[src/rtl/uart_rx.sv]
// -----------------------------------------------------------------------------
// uart_rx -- oversampling UART receiver (8N1, optionally 8E1)
//
// Receive-side counterpart of uart_tx, sharing its baud parameters. The serial
// line is synchronized, start bits are found on a falling edge, and each bit
// is decided by a 2-of-3 majority vote around the bit centre. Received bytes
// are offered on a single-entry data/valid/require handshake.
//
// Parameters
//   CLK_FREQ    system clock frequency in Hz
//   UART_BPS    baud rate; DIV = CLK_FREQ/UART_BPS, HALF = DIV/2
//
// Ports
//   clk         system clock, rising edge
//   rst         synchronous active-high reset
//   uart_rxd    serial line, idle high, asynchronous to clk
//   data[7:0]   received byte, stable while valid = 1
//   valid       data holds an unconsumed byte
//   require     consumer accepts data in any cycle with valid = 1
//   frame_err   one-cycle pulse: stop bit sampled as 0
//   overrun     one-cycle pulse: good byte dropped, holding register full
//   parity_err  one-cycle pulse: even-parity mismatch (0 when compiled out)
//
// Build option
//   UART_RX_PARITY_EN  when defined, an even-parity bit is expected between
//                      the data bits and the stop bit.
// -----------------------------------------------------------------------------
module uart_rx #(
   parameter int CLK_FREQ = 50_000_000,
   parameter int UART_BPS = 115200
) (
   input  logic       clk,
   input  logic       rst,
   input  logic       uart_rxd,
   output logic [7:0] data,
   output logic       valid,
   input  logic       require,
   output logic       frame_err,
   output logic       overrun,
   output logic       parity_err
);

   localparam int DIV  = CLK_FREQ / UART_BPS;
   localparam int HALF = DIV / 2;
   localparam int TW   = (DIV > 2) ? $clog2(DIV) : 2;

   localparam logic [TW-1:0] CNT_LAST   = TW'(DIV - 1);
   localparam logic [TW-1:0] CNT_SAMP0  = TW'(HALF - 1);
   localparam logic [TW-1:0] CNT_SAMP1  = TW'(HALF);
   localparam logic [TW-1:0] CNT_DECIDE = TW'(HALF + 1);

   typedef enum logic [2:0] {
      ST_IDLE      = 3'd0,
      ST_START     = 3'd1,
      ST_DATA      = 3'd2,
`ifdef UART_RX_PARITY_EN
      ST_PARITY    = 3'd3,
`endif
      ST_STOP      = 3'd4,
      ST_WAIT_HIGH = 3'd5
   } state_t;

   // 2-of-3 majority of the three samples taken around the bit centre
   function automatic logic majority3(input logic a, input logic b, input logic c);
      return (a & b) | (a & c) | (b & c);
   endfunction

   // Even-parity bit for a byte: the value that makes the total count of ones even
   function automatic logic even_parity8(input logic [7:0] d);
      return ^d;
   endfunction

   // ---------------------------------------------------------------- state
   logic          sync1_r, sync2_r, rxd_d_r;
   state_t        state_r, state_s;
   logic [TW-1:0] timer_r, timer_s;
   logic          samp0_r, samp0_s;
   logic          samp1_r, samp1_s;
   logic [7:0]    shift_r, shift_s;
   logic [2:0]    bitcnt_r, bitcnt_s;
`ifdef UART_RX_PARITY_EN
   logic          par_bad_r, par_bad_s;
   logic          perr_s;
`endif

   // ---------------------------------------------------------------- comb
   logic          vote_s;
   logic          decide_s;
   logic          deliver_s;
   logic          ferr_s;
   logic          load_s;
   logic          ovr_s;
   logic [7:0]    data_s;
   logic          valid_s;

   // Two-flop synchronizer plus edge register. All three reset to 0 so that a
   // line held low across reset release never produces a falling edge.
   always_ff @(posedge clk) begin
      if (rst) begin
         sync1_r <= 1'b0;
         sync2_r <= 1'b0;
         rxd_d_r <= 1'b0;
      end else begin
         sync1_r <= uart_rxd;
         sync2_r <= sync1_r;
         rxd_d_r <= sync2_r;
      end
   end

   // FSM state register
   always_ff @(posedge clk) begin
      if (rst) begin
         state_r <= ST_IDLE;
      end else begin
         state_r <= state_s;
      end
   end

   // Next-state and datapath decode. The timer holds 0 in IDLE, so the cycle
   // that sees the start edge counts as 0 and every later decision lands at
   // count HALF+1 of its bit period.
   always_comb begin
      state_s   = state_r;
      timer_s   = (timer_r == CNT_LAST) ? {TW{1'b0}} : (timer_r + TW'(1));
      shift_s   = shift_r;
      bitcnt_s  = bitcnt_r;
      deliver_s = 1'b0;
      ferr_s    = 1'b0;
`ifdef UART_RX_PARITY_EN
      par_bad_s = par_bad_r;
      perr_s    = 1'b0;
`endif
      samp0_s   = (timer_r == CNT_SAMP0) ? sync2_r : samp0_r;
      samp1_s   = (timer_r == CNT_SAMP1) ? sync2_r : samp1_r;
      decide_s  = (timer_r == CNT_DECIDE);
      vote_s    = majority3(samp0_r, samp1_r, sync2_r);

      case (state_r)
         ST_IDLE: begin
            timer_s = {TW{1'b0}};
            if (rxd_d_r && !sync2_r) begin
               state_s = ST_START;
               timer_s = TW'(1);
            end else begin
               state_s = ST_IDLE;
            end
         end

         ST_START: begin
            if (decide_s) begin
               if (!vote_s) begin
                  state_s  = ST_DATA;
                  bitcnt_s = 3'd0;
               end else begin
                  // false start: glitch shorter than half a bit
                  state_s = ST_IDLE;
                  timer_s = {TW{1'b0}};
               end
            end else begin
               state_s = ST_START;
            end
         end

         ST_DATA: begin
            if (decide_s) begin
               // LSB arrives first, so shift in from the top
               shift_s  = {vote_s, shift_r[7:1]};
               bitcnt_s = bitcnt_r + 3'd1;
               if (bitcnt_r == 3'd7) begin
`ifdef UART_RX_PARITY_EN
                  state_s = ST_PARITY;
`else
                  state_s = ST_STOP;
`endif
               end else begin
                  state_s = ST_DATA;
               end
            end else begin
               state_s = ST_DATA;
            end
         end

`ifdef UART_RX_PARITY_EN
         ST_PARITY: begin
            if (decide_s) begin
               par_bad_s = vote_s ^ even_parity8(shift_r);
               state_s   = ST_STOP;
            end else begin
               state_s = ST_PARITY;
            end
         end
`endif

         ST_STOP: begin
            if (decide_s) begin
               if (!vote_s) begin
                  ferr_s  = 1'b1;
                  state_s = ST_WAIT_HIGH;
`ifdef UART_RX_PARITY_EN
               end else if (par_bad_r) begin
                  perr_s  = 1'b1;
                  state_s = ST_IDLE;
                  timer_s = {TW{1'b0}};
`endif
               end else begin
                  // back to IDLE at the decision so a start edge arriving
                  // within the second half of the stop bit is still seen
                  deliver_s = 1'b1;
                  state_s   = ST_IDLE;
                  timer_s   = {TW{1'b0}};
               end
            end else begin
               state_s = ST_STOP;
            end
         end

         ST_WAIT_HIGH: begin
            timer_s = {TW{1'b0}};
            if (sync2_r) begin
               state_s = ST_IDLE;
            end else begin
               state_s = ST_WAIT_HIGH;
            end
         end

         default: begin
            state_s = ST_IDLE;
            timer_s = {TW{1'b0}};
         end
      endcase
   end

   // Holding-register handshake: load when empty or being drained this cycle,
   // otherwise keep the old byte and report the drop.
   always_comb begin
      load_s  = deliver_s && (!valid || require);
      ovr_s   = deliver_s && valid && !require;
      data_s  = data;
      valid_s = valid;
      if (load_s) begin
         data_s  = shift_r;
         valid_s = 1'b1;
      end else if (valid && require) begin
         valid_s = 1'b0;
      end else begin
         valid_s = valid;
      end
   end

   // Receive datapath registers
   always_ff @(posedge clk) begin
      if (rst) begin
         timer_r   <= {TW{1'b0}};
         samp0_r   <= 1'b1;
         samp1_r   <= 1'b1;
         shift_r   <= 8'h00;
         bitcnt_r  <= 3'd0;
`ifdef UART_RX_PARITY_EN
         par_bad_r <= 1'b0;
`endif
      end else begin
         timer_r   <= timer_s;
         samp0_r   <= samp0_s;
         samp1_r   <= samp1_s;
         shift_r   <= shift_s;
         bitcnt_r  <= bitcnt_s;
`ifdef UART_RX_PARITY_EN
         par_bad_r <= par_bad_s;
`endif
      end
   end

   // Registered outputs: holding register, valid flag and one-cycle fault pulses
   always_ff @(posedge clk) begin
      if (rst) begin
         data      <= 8'h00;
         valid     <= 1'b0;
         frame_err <= 1'b0;
         overrun   <= 1'b0;
      end else begin
         data      <= data_s;
         valid     <= valid_s;
         frame_err <= ferr_s;
         overrun   <= ovr_s;
      end
   end

`ifdef UART_RX_PARITY_EN
   // Parity fault pulse
   always_ff @(posedge clk) begin
      if (rst) begin
         parity_err <= 1'b0;
      end else begin
         parity_err <= perr_s;
      end
   end
`else
   assign parity_err = 1'b0;
`endif

endmodule

[config.mk]
export PLATFORM = sky130hd
export DESIGN_NAME = uart_rx
export DESIGN_NICKNAME = d
export VERILOG_FILES = /design/src/rtl/uart_rx.sv
export SDC_FILE = /design/constraint.sdc
export NUM_CORES = 1
export LEC_CHECK = 0
export ABC_AREA = 0
export BUFFER_PORTS_ARGS = -buffer_cell sky130_fd_sc_hd__buf_2
export CAP_MARGIN = 20
export CELL_PAD_IN_SITES_DETAIL_PLACEMENT = 1
export CELL_PAD_IN_SITES_GLOBAL_PLACEMENT = 1
export CORE_MARGIN = 1.5
export CORE_UTILIZATION = 45
export DETAILED_ROUTE_END_ITERATION = 8
export PLACE_DENSITY = 0.79
export REMOVE_ABC_BUFFERS = 1
export SETUP_SLACK_MARGIN = 0.4
export SLEW_MARGIN = 20
export SYNTH_ARGS = -nofsm -noshare
export SYNTH_HDL_FRONTEND = slang
export SYNTH_SLANG_ARGS = --single-unit
[constraint.sdc]
create_clock -name clk -period 4.6 [get_ports clk]
set_clock_uncertainty 0.15 [all_clocks]
set_input_delay 0.23 -clock clk [delete_from_list [all_inputs] [get_ports clk]]
set_output_delay 0.23 -clock clk [all_outputs]
set_load 0.05 [all_outputs]
Word level (Yosys, flattened, before mapping)
Index checks and enable logic that the tools add are counted.
{ "totals": {"reg_bits": 39, "input_bits": 4, "mem_bits_ro": 0, "n_memories": 0, "latch_bits": 0, "ram_bits": 0, "output_inout_bits": 12} }
{ "classes": {"n_div": 0, "magnitude_cmp": 0, "n_reduce_logical": 16, "bitwise": 7, "muxes": 24, "add_sub_neg": 2, "shifts": 0, "mul": 0, "n_eq_ne": 12} }
{ "ops": {"columns": ["cell", "n"], "rows": [
  ["9-bit by 8-bit equality test with 1-bit output, second input constant", 3],
  ["3-bit two-way mux", 9],
  ["9-bit two-way mux", 3],
  ["9-bit one-hot mux with 3 select lines", 1],
  ["3-bit one-hot mux with 5 select lines", 1],
  ["9-bit by 1-bit adder with 9-bit output, second input constant", 1],
  ["3-bit equality test, second input constant", 3],
  ["9-bit equality test, second input constant", 1],
  ["1-bit two-way mux", 8],
  ["2-bit inequality test, second input constant", 3],
  ["3-bit one-hot mux with 2 select lines", 1],
  ["1-bit logical AND", 5],
  ["4-bit AND reduction", 1],
  ["2-bit nonzero test", 2],
  ["3-bit by 1-bit adder with 3-bit output, second input constant", 1],
  ["1-bit AND", 3],
  ["3-bit by 1-bit equality test with 1-bit output, second input constant", 1],
  ["3-bit by 2-bit equality test with 1-bit output, second input constant", 1],
  ["1-bit logical NOT", 3],
  ["3-bit logical NOT", 1],
  ["3-bit OR reduction", 1],
  ["2-bit two-way mux", 1],
  ["1-bit inverter", 2],
  ["1-bit bitwise OR", 2],
  ["other kinds (3)", 3]
]} }

Logic depth before layout (Yosys ltp)
Gate-level depths: netlist (run 1).
{ "logic_depth": {"ltp_word": 8, "ltp_mapped": 7, "depth_no_buf": 6} }

Worst setup path before layout (run 1)
Ideal clock, no wire load.
{ "synth_path": {"path_type": "register to register", "startpoint": "register timer_r[0]", "endpoint": "register shift_r[0]", "setup_slack_ns": 3.008, "path_buffers": 1, "stages_incl_launch_ff": 8, "required_ns": 4.322, "arrival_time_ns": 1.315, "setup_ns": 0.128, "cell_sequence": "dfxtp_1 > inv_1 > ha_1 > and4bb_4 > nand3b_4 > buf_6 > mux2i_1 > nor2_1"} }
{ "synth_via": {"elab_chain_cells": 2} }
{ "synth_lines": {"columns": ["element", "line", "text"], "rows": [
  ["start: declaration", "76", "logic [TW-1:0] timer_r, timer_s;"],
  ["start signal: assignment", "253", "timer_r <= {TW{1'b0}};"],
  ["start signal: assignment", "262", "timer_r <= timer_s;"],
  ["9-bit by 8-bit equality test with 1-bit output", "135", "decide_s = (timer_r == CNT_DECIDE);"],
  ["2-bit AND reduction (no line)", null, null],
  ["end signal: assignment", "265", "shift_r <= shift_s;"],
  ["end: declaration", "79", "logic [7:0] shift_r, shift_s;"]
]} }
No other way between the ends.
A chain may end at the register's enable or synchronous reset.

Final worst setup path (run 1)
{ "layout_path": {"startpoint": "register timer_r[3]", "endpoint": "register data[6]"} }
{ "layout_via": {"elab_chain_cells": 4} }
{ "layout_lines": {"columns": ["element", "line", "text"], "rows": [
  ["9-bit by 8-bit equality test with 1-bit output", "135", null],
  ["1-bit two-way mux", "195", "if (decide_s) begin"],
  ["1-bit two-way mux", "138", "case (state_r)"],
  ["1-bit logical AND", "236", "load_s = deliver_s && (!valid || require);"],
  ["end signal: assignment", "281", "data <= data_s;"],
  ["end: declaration", "35", "output logic [7:0] data,"]
]} }
No other way between the ends.

==> results of run 1 <==
critical path: stages (launching register included):
cell      delay [ns]
dfxtp_1         0.47
and4bb_1        0.36
nand4_1         0.35
o21ai_0         0.33
a21oi_1         0.11
power by group:
part / total [mW] / switching [mW] / internal, mW
clock network: 0.251 / 0.114 / 0.137
logic: 0.0138 / 0.00893 / 0.00489
registers: 0.341 / 0.00171 / 0.339
registers in the layout, indices dropped and copies added, names as in the netlist, 3 cells and up:
| signal | flops |
|---|---|
| bitcnt_r | 3 |
| shift_r | 8 |
| state_r | 3 |
| data | 8 |
| timer_r | 9 |
worst max path at each step:
| stage | endpoint | slack (ns) | startpoint |
|---|---|---|---|
| 2_1_floorplan | bitcnt_r[0] | 2.94 | state_r[1] |
| 3_3_place_gp | bitcnt_r[0] | 2.86 | state_r[1] |
| 3_5_place_dp | bitcnt_r[0] | 2.73 | state_r[1] |
| 4_1_cts | data[6] | 2.66 | timer_r[3] |
| 5_1_grt | data[6] | 2.59 | state_r[2] |
| 6_report | data[6] | 2.68 | timer_r[3] |
through the flow:
stage	hold slack [ns]	std cells	power (mW)	worst slack (ns)
global placement	0.2849	242	0.3612	2.862
global route	0.1869	251	0.6313	2.588
finish	0.1732	251	0.6058	2.682
CTS	0.1533	251	0.6126	2.658
detailed placement	0.2977	242	0.3619	2.726
floorplan	0.1491	180	0.3555	2.939
metal layers:
metal | global-route usage | up-vias
met1 | 0.2378 | 700
li1 | - | 687
met4 | 0.09184 | 0
met5 | 0 | -
met3 | 0.05111 | 7
met2 | 0.3613 | 17
placed cells by master (no fill, tap or decap), drive strengths merged, types with 2 or more instances in the layout:
cell / n
inv: 7
nor2: 18
maj3: 2
and3: 2
nand4: 5
buf: 14
a21oi: 11
nand2: 6
nand2b: 7
o32ai: 2
o21ai: 10
and4bb: 3
mux2i: 10
a41oi: 2
and2: 2
nand3: 16
xor2: 3
xnor2: 5
clkbuf: 8
dfxtp: 39
ha: 6
nor3b: 2
nor4: 3
nor2b: 5
or3b: 2
cell families after synthesis:
group	Yosys count	synth area share
buffers and inverters	17	0.05028
AO/OA/AOI/OAI	29	0.09917
AND/OR/NAND/NOR	78	0.2647
flip-flops	39	0.4358
other	1	0.002093
multiplexers	10	0.05587
XOR/XNOR	8	0.03911
adder cells (fa/ha/maj)	8	0.05307
final cells by class:
cell class	instances	area, um2	share of cell area
clock buffer	8	100.1	0.05086
inverter	7	26.28	0.01335
multi-input combinational	134	920.9	0.4679
sequential	39	780.7	0.3967
tap	48	60.06	0.03051
timing repair buffer	15	80.08	0.04069
repair_timing:
action	4_1_cts	5_1_grt
endpoints found under the hold margin	1	0
hold buffers	1	0
gates resized for setup	0	0
==> flow_metrics.env, run 1 <==
export IMPL_r2r_setup_slack_ns=2.68
export IMPL_worstHoldEndpoint="overrun"
export IMPL_tns_ns=0
export IMPL_drtPass1Iterations=4
export IMPL_top_level_ports=16
export IMPL_cts_clk_slew_worst_paths_ns=0.07
export IMPL_grt_pass1_wl_mm=6.699
export IMPL_fmax_mhz=521.3
export IMPL_r2r_start="timer_r[3]"
export IMPL_synthCells=190
export IMPL_end_kind="flip-flop"
export IMPL_clock_latency_ns=0.29
export IMPL_wl_mm=4.045
export IMPL_timing_slew_headroom=0.6594
export IMPL_core_area_um2=3744
export IMPL_rows=22
export IMPL_htreeDepth=2
export IMPL_cts_sinks=39
export IMPL_initial_core_util=0.4786
export IMPL_ys_ff_latch=39
export IMPL_power_leakage_nw=0.7869
export IMPL_yosys_area_top_type="dfxtp_1"
export IMPL_rsz0062_at_grt="false"
export IMPL_final_nets=212
export IMPL_hold_depth=3
export IMPL_postSynthAreaPerCell_um2=9.430
export IMPL_antenna_found_initial=0
export IMPL_dr_wl_met2_mm=2.090
export IMPL_drt_vias_per_instance=5.622
export IMPL_die_y_um=66.10
export IMPL_yosysTopAreaCellShare=0.4358
export IMPL_synth_edff_count=0
export IMPL_synth_warning_count=0
export IMPL_wl_per_cell_um=16.12
export IMPL_placed_cell_area_um2=1858
export IMPL_worstPathMaxFanout=8
export IMPL_ant_nets=0
export IMPL_synth_area_top_cells="dfxtp_1 (44%), mux2i_1 (5.6%), nand3_1 (4.5%), ha_1 (4.2%), nor2_1 (3.8%)"
export IMPL_period_minus_slack_ns=1.918
export IMPL_dp_hpwl_mm=2.818
export IMPL_ir_worst_vdd_mv=0.1639
export IMPL_numCtsBuffers=5
export IMPL_synth_most_common_cell="dfxtp_1"
export IMPL_io_buffers=14
export IMPL_maxSlewViolCount=0
export IMPL_top_layer_used="met4"
export IMPL_drt_initial_drc_count=84
export IMPL_maxCapViolCount=0
export IMPL_wl_met3_um=112
export IMPL_grt_max_degree=32
export IMPL_gp_congestion=0.8007
export IMPL_layout_worst_path_cycle_share=0.4170
export IMPL_fillers=454
export IMPL_synth_main_ff_cell="dfxtp_1"
export IMPL_cts_tree="done"
export IMPL_final_area_um2=1968
export IMPL_yosysUniqueCellTypes=44
export IMPL_worst_r2r_endpoint="data[6]"
export IMPL_vias=1411
export IMPL_die_w_um=66.10
export IMPL_crit_path_start_kind="flip-flop"
export IMPL_met1Wirelength_mm=1.765
export IMPL_power_density_nw_per_um2=307.8
export IMPL_diodes=0
export IMPL_fin_util=0.5257
export IMPL_grt_pass1_vias=1396
export IMPL_status="completed"
export IMPL_cts_post_setup_buffers_inserted=0
export IMPL_die_area_um2=4369
export IMPL_drive_gt1_frac=0.1379
export IMPL_hold_viol=0
export IMPL_track_usage=0.2074
export IMPL_required_ns=4.61
export IMPL_yosysSeqAreaShare=0.4358
export IMPL_crit_type="reg -> reg"
export IMPL_clockBufferDepth=2
export IMPL_async_reset_ff_frac=0
export IMPL_ys_top_cells_by_count="dfxtp_1 (39), nor2_1 (18), nand3_1 (16)"
export IMPL_cts_root_buf="clkbuf_8"
export IMPL_r2r_cells=4
export IMPL_area_growth_pct=9.847
export IMPL_worstMarginPinSlew_ns=0.5110
export IMPL_setup_violations=0
export IMPL_grt_remaining_overflow=0
export IMPL_hold_start="require"
export IMPL_netlist_area_um2=1792
export IMPL_drc_errors=0
export IMPL_cp_arrival_ns=1.93
export IMPL_worst_hold_path_type="in -> reg"
Note: power is estimated with default switching activity, not from simulation.
==> run 2: changes to the inputs <==
==> constraint.sdc (replaced) <==
create_clock -name clk -period 1.8 [get_ports clk]
set_clock_uncertainty 0.15 [all_clocks]
set_input_delay 0.09 -clock clk [delete_from_list [all_inputs] [get_ports clk]]
set_output_delay 0.09 -clock clk [all_outputs]
set_load 0.05 [all_outputs]
==> run 2 against run 1 <==
Effect of this change:
- sequential share of layout area shrank 6.5 points
- hold slack lost 0.14 ns
- power grew 140%
- largest cell class unchanged
- clock-buffer cell count shrank 2
- non-clock buffer count grew 32
- critical endpoint is now timer_r[0]
- critical path type unchanged
- sequential power grew to 2.5 times the previous value
- flip-flop and latch count is the same
==> flow_metrics.env, run 2 (synthesized netlist as in run 1, its figures left out) <==
export IMPL_maxCapViolCount=0
export IMPL_p_switching_mw=0.3420
export IMPL_grt_max_degree=32
export IMPL_period_minus_slack_ns=1.786
export IMPL_crit_chain="or3b_4, buf_4, nand4_1, buf_4, nand3_2, a21boi_2"
export IMPL_dp_hpwl_mm=2.805
export IMPL_cp_arrival_ns=1.86
export IMPL_rsz0062_at_grt="true"
export IMPL_top_level_ports=16
export IMPL_comb_power_share=0.039
export IMPL_initial_core_util=0.4786
export IMPL_clockBufferDepth=2
export IMPL_dp_slack_ns=-0.02725
export IMPL_power_frac_clock=0.378
export IMPL_fin_ws_ns=0.01370
export IMPL_core_area_um2=3744
export IMPL_slowest_stage="or3b_4"
export IMPL_max_stage_delay_ns=0.39
export IMPL_die_area_um2=4369
export IMPL_end_kind="flip-flop"
export IMPL_drtPass1Iterations=4
export IMPL_r2r_cells=6
export IMPL_hold_worst_slack_ns=0.03291
export IMPL_cp_common_cell="buf_4"
export IMPL_area_growth_pct=34.85
export IMPL_track_usage=0.2736
export IMPL_hold_depth=3
export IMPL_worstPathMaxFanout=4
export IMPL_io_buffers=14
export IMPL_cts_root_buf="clkbuf_8"
export IMPL_power_mw=1.484
export IMPL_wl_per_cell_um=22.69
export IMPL_worst_hold_path_type="in -> reg"
export IMPL_regMostFlops="timer_r"
export IMPL_crit_buf_inv=2
export IMPL_die_w_um=66.10
export IMPL_r2r_setup_slack_ns=0.01
export IMPL_fmax_mhz=559.8
export IMPL_drt_vias_per_instance=5.886
export IMPL_vias=1654
export IMPL_setup_violations=0
export IMPL_ant_nets=0
export IMPL_power_density_nw_per_um2=614.2
export IMPL_drt_initial_drc_count=101
export IMPL_rows=22
export IMPL_ir_worst_vdd_mv=0.5336
export IMPL_gp_congestion=0.8033
export IMPL_cp_top_family="simple AND/OR/NAND/NOR gates"
export IMPL_htreeDepth=2
export IMPL_p_int_mw=1.142
export IMPL_clock_latency_ns=0.31
export IMPL_final_cell_mix="dfxtp_1 (30), buf_4 (25), buf_2 (14)"
export IMPL_crit_path_start_kind="flip-flop"
export IMPL_grt_remaining_overflow=0
export IMPL_diodes=0
export IMPL_power_leakage_nw=0.9701
export IMPL_antenna_found_initial=0
export IMPL_drive_gt1_frac=0.4292
export IMPL_grt_pass1_vias=1769
export IMPL_cp_depth=6
export IMPL_worst_r2r_endpoint="timer_r[0]"
export IMPL_p_seq_frac=0.583
export IMPL_maxSlewViolCount=0
export IMPL_cts_tree="done"
export IMPL_numCtsBuffers=5
export IMPL_fillers=422
export IMPL_worstMarginPinSlew_ns=0.5562
export IMPL_wl_mm=6.377
export IMPL_required_ns=1.87
export IMPL_layout_worst_path_cycle_share=0.9924
export IMPL_timing_slew_headroom=0.6292
export IMPL_largest_registers="timer_r x9, data x8, shift_r x8"
export IMPL_drc_errors=0
export IMPL_hold_viol=0
export IMPL_hold_start="require"
export IMPL_crit_type="reg -> reg"
export IMPL_r2r_start="state_r[1]"
export IMPL_die_y_um=66.10
export IMPL_grt_pass1_wl_mm=8.721
export IMPL_cts_sinks=39
export IMPL_p_sw_frac=0.2304
export IMPL_largest_reg_flops=9
export IMPL_worstHoldEndpoint="overrun"
export IMPL_cts_clk_slew_worst_paths_ns=0.08
export IMPL_final_common_cell="dfxtp_1"
export IMPL_tns_ns=0
export IMPL_status="completed"
export IMPL_final_nets=244
==> run 2: cell count changes in the layout (fill, tap and decap cells not counted), sizes merged <==
cell	previous run	this run
clkbuf	8	6
buf	14	46
==> run 2: per-layer routing <==
| layer | GRT usage | wire [um] | vias to the layer above |
|---|---|---|---|
| met5 | 0 | 0 | - |
| met4 | 0.1786 | 393 | 0 |
| met3 | 0.06644 | 298 | 25 |
| met2 | 0.4713 | 3078 | 63 |
| li1 | - | - | 756 |
| met1 | 0.2952 | 2607 | 810 |
==> run 2: how the worst max path moves through the flow <==
stage                    start     endpoint  slack [ns]
floorplan           state_r[1]  bitcnt_r[0]        0.14
detailed placement  timer_r[0]  bitcnt_r[0]       -0.03
global placement    timer_r[0]  bitcnt_r[0]        0.11
CTS                 state_r[0]   shift_r[0]        0.15
global route        timer_r[0]   timer_r[0]        0.02
finish              state_r[1]   timer_r[0]        0.01
==> run 2: stage by stage <==
stage          instance area [um2]  instances    util
6_report                      2416        281  0.6454
5_1_grt                       2416        281  0.6454
4_1_cts                       2278        277  0.6086
3_5_place_dp                  1896        247  0.5064
3_3_place_gp                  1896        247  0.5064
2_1_floorplan                 1728        180       -
==> run 2: final cells by class <==
cell class	instances	area, um2	share of cell area
clock buffer	6	72.57	0.03004
inverter	7	28.78	0.01191
multi-input combinational	134	1097	0.4542
sequential	39	802.0	0.3320
timing repair buffer	47	355.3	0.1471
tap	48	60.06	0.02486
==> run 2: timing repair <==
action,in CTS,in global routing
resized for setup,49,28
pin swaps,19,5
setup buffers,23,4
setup endpoints to repair,34,36
hold buffers,1,0
endpoints found under the hold margin,1,0
==> run 2: power by group through the flow <==
| stage | clock network [mW] | registers (mW) | logic [mW] |
|---|---|---|---|
| finish | 0.561 | 0.865 | 0.0582 |
| global route | 0.615 | 0.865 | 0.0615 |
| CTS | 0.552 | 0.864 | 0.0473 |
| detailed placement | 0 | 0.890 | 0.0366 |
| global placement | 0 | 0.889 | 0.0347 |
| floorplan | 0 | 0.890 | 0.0190 |
==> run 2: worst register-to-register path, stage by stage (launching register included) <==
cell      delay [ns]
dfxtp_4         0.38
or3b_4          0.39
buf_4           0.16
nand4_1         0.16
buf_4           0.16
nand3_2         0.12
a21boi_2        0.18
==> run 3: changes to the inputs <==
--- a/config.mk
+++ b/config.mk
@@ -6,7 +6,7 @@
 export NUM_CORES = 1
 export LEC_CHECK = 0
 export ABC_AREA = 0
-export BUFFER_PORTS_ARGS = -buffer_cell sky130_fd_sc_hd__buf_2
+export BUFFER_PORTS_ARGS = -buffer_cell sky130_fd_sc_hd__buf_4
 export CAP_MARGIN = 20
 export CELL_PAD_IN_SITES_DETAIL_PLACEMENT = 1
 export CELL_PAD_IN_SITES_GLOBAL_PLACEMENT = 1
@@ -20,3 +20,4 @@
 export SYNTH_ARGS = -nofsm -noshare
 export SYNTH_HDL_FRONTEND = slang
 export SYNTH_SLANG_ARGS = --single-unit
+export TNS_END_PERCENT = 10
==> constraint.sdc (replaced) <==
create_clock -name clk -period 2.3 [get_ports clk]
set_clock_uncertainty 0.15 [all_clocks]
set_input_delay 0.115 -clock clk [delete_from_list [all_inputs] [get_ports clk]]
set_output_delay 0.115 -clock clk [all_outputs]
set_load 0.05 [all_outputs]
==> run 3 against run 2 <==
Effect of this change:
- first-iteration DRC count shrank 34%
- sequential power fell by 21%
- hold slack gained 0.011 ns
- fmax hardly changed
- utilization decreased by 11 points
- power decreased by 19%
- critical path type unchanged
- largest cell class unchanged
==> flow_metrics.env, run 3 (synthesized netlist as in run 1, its figures left out) <==
export IMPL_status="completed"
export IMPL_clock_latency_ns=0.29
export IMPL_slowest_stage="dfxtp_1"
export IMPL_fmax_mhz=559.4
export IMPL_final_nets=212
export IMPL_required_ns=2.36
export IMPL_maxSlewViolCount=0
export IMPL_grt_remaining_overflow=0
export IMPL_ff_latch_area_um2=782.0
export IMPL_crit_type="reg -> reg"
export IMPL_ant_nets=0
export IMPL_hold_viol=0
export IMPL_power_density_nw_per_um2=600.4
export IMPL_cts_clk_slew_worst_paths_ns=0.07
export IMPL_fin_ws_ns=0.5124
export IMPL_core_area_um2=3744
export IMPL_cp_arrival_ns=1.85
export IMPL_maxCapViolCount=0
export IMPL_initial_core_util=0.4786
export IMPL_p_sw_frac=0.2019
export IMPL_crit_buf_inv=1
export IMPL_dp_hpwl_mm=2.924
export IMPL_largest_reg_flops=9
export IMPL_drt_initial_drc_count=67
export IMPL_vias=1391
export IMPL_die_area_um2=4369
export IMPL_top_level_ports=16
export IMPL_hold_start="rst"
export IMPL_cts_tree="done"
export IMPL_grt_pass1_wl_mm=6.375
export IMPL_grt_max_degree=32
export IMPL_comb_power_share=0.025
export IMPL_io_buffers=14
export IMPL_tns_ns=0
export IMPL_grt_pass1_vias=1356
export IMPL_drive_gt1_frac=0.1478
export IMPL_p_switching_mw=0.2436
export IMPL_max_stage_delay_ns=0.35
export IMPL_diodes=0
export IMPL_antenna_found_initial=0
export IMPL_rows=22
export IMPL_ir_worst_vdd_mv=0.3171
export IMPL_cp_top_family="simple AND/OR/NAND/NOR gates"
export IMPL_final_common_cell="dfxtp_1"
export IMPL_drtPass1Iterations=4
export IMPL_clockBufferDepth=2
export IMPL_fillers=454
export IMPL_layout_worst_path_cycle_share=0.7772
export IMPL_drc_errors=0
export IMPL_area_growth_pct=12.15
export IMPL_worst_hold_path_type="in -> reg"
export IMPL_track_usage=0.1948
export IMPL_crit_path_start_kind="flip-flop"
export IMPL_dp_slack_ns=0.4813
export IMPL_die_y_um=66.10
export IMPL_crit_chain="inv_1, ha_1, and4bb_4, nand3b_4, nor2b_1, a211oi_1"
export IMPL_setup_violations=0
export IMPL_wl_per_cell_um=15.77
export IMPL_multiInputGateArea_um2=925.9
export IMPL_htreeDepth=2
export IMPL_largest_registers="timer_r x9, data x8, shift_r x8"
export IMPL_dp_cells=242
export IMPL_power_frac_clock=0.410
export IMPL_worstPathMaxFanout=12
export IMPL_regMostFlops="timer_r"
export IMPL_die_w_um=66.10
export IMPL_power_leakage_nw=0.7929
export IMPL_power_mw=1.206
export IMPL_instances_no_fill=251
export IMPL_p_int_mw=0.9628
export IMPL_p_seq_frac=0.565
export IMPL_cts_post_setup_buffers_inserted=0
export IMPL_cts_root_buf="clkbuf_8"
export IMPL_period_minus_slack_ns=1.788
export IMPL_rsz0062_at_grt="true"
export IMPL_startpoint="timer_r[0]"
export IMPL_final_cell_mix="dfxtp_1 (38), nor2_1 (18), nand3_1 (16)"
export IMPL_numCtsBuffers=5
export IMPL_drt_vias_per_instance=5.542
export IMPL_gp_congestion=0.8042
export IMPL_placed_cell_area_um2=1893
export IMPL_final_area_um2=2009
export IMPL_r2r_start="timer_r[0]"
export IMPL_cts_sinks=39
export IMPL_wl_mm=3.958
export IMPL_end_kind="flip-flop"
[run 3: stage by stage]
| step | hold slack (ns) | utilization |
|---|---|---|
| floorplan | 0.03407 | - |
| global placement | 0.1843 | 0.5057 |
| detailed placement | 0.1852 | 0.5057 |
| CTS | 0.03761 | 0.5351 |
| global route | 0.05094 | 0.5368 |
| finish | 0.04377 | 0.5368 |
[run 3: repair_timing]
action                                 CTS  global route
hold buffers                             1             0
endpoints found under the hold margin    1             0
gates resized for setup                  0             2
setup endpoints to repair                0            13
[run 3: area by class of cell]
type	count	share of cell area
flip-flops and latches	39	0.3892
multi-input cells	134	0.4608
inverters	7	0.01308
repair buffers	15	0.05728
well taps	48	0.02989
clock buffers	8	0.04981
[run 3: path summary, 6_finish.rpt]
| kind | end | slack, ns | cells past startpoint |
|---|---|---|---|
| max | bitcnt_r[0] | 0.51 | 6 |
| min | shift_r[2] | 0.04 | 2 |
| max reg2reg | bitcnt_r[0] | 0.51 | 6 |
| min reg2reg | sync2_r | 0.29 | 1 |
[run 3: power groups by stage]
stage | combinational (mW) | sequential, mW | clock [mW]
floorplan | 0.0148 | 0.696 | 0
finish | 0.0299 | 0.682 | 0.495
CTS | 0.0303 | 0.682 | 0.512
global route | 0.0328 | 0.682 | 0.539
detailed placement | 0.0289 | 0.697 | 0
global placement | 0.0273 | 0.697 | 0
[run 3: routing by layer]
metal | routed length (um) | global-route usage | up-vias | share of wire
met5 | 0 | 0 | - | 0
met3 | 115 | 0.04259 | 6 | 0.029
met2 | 1923 | 0.3050 | 24 | 0.49
li1 | - | - | 688 | -
met4 | 51 | 0.08929 | 0 | 0.013
met1 | 1868 | 0.2551 | 673 | 0.47
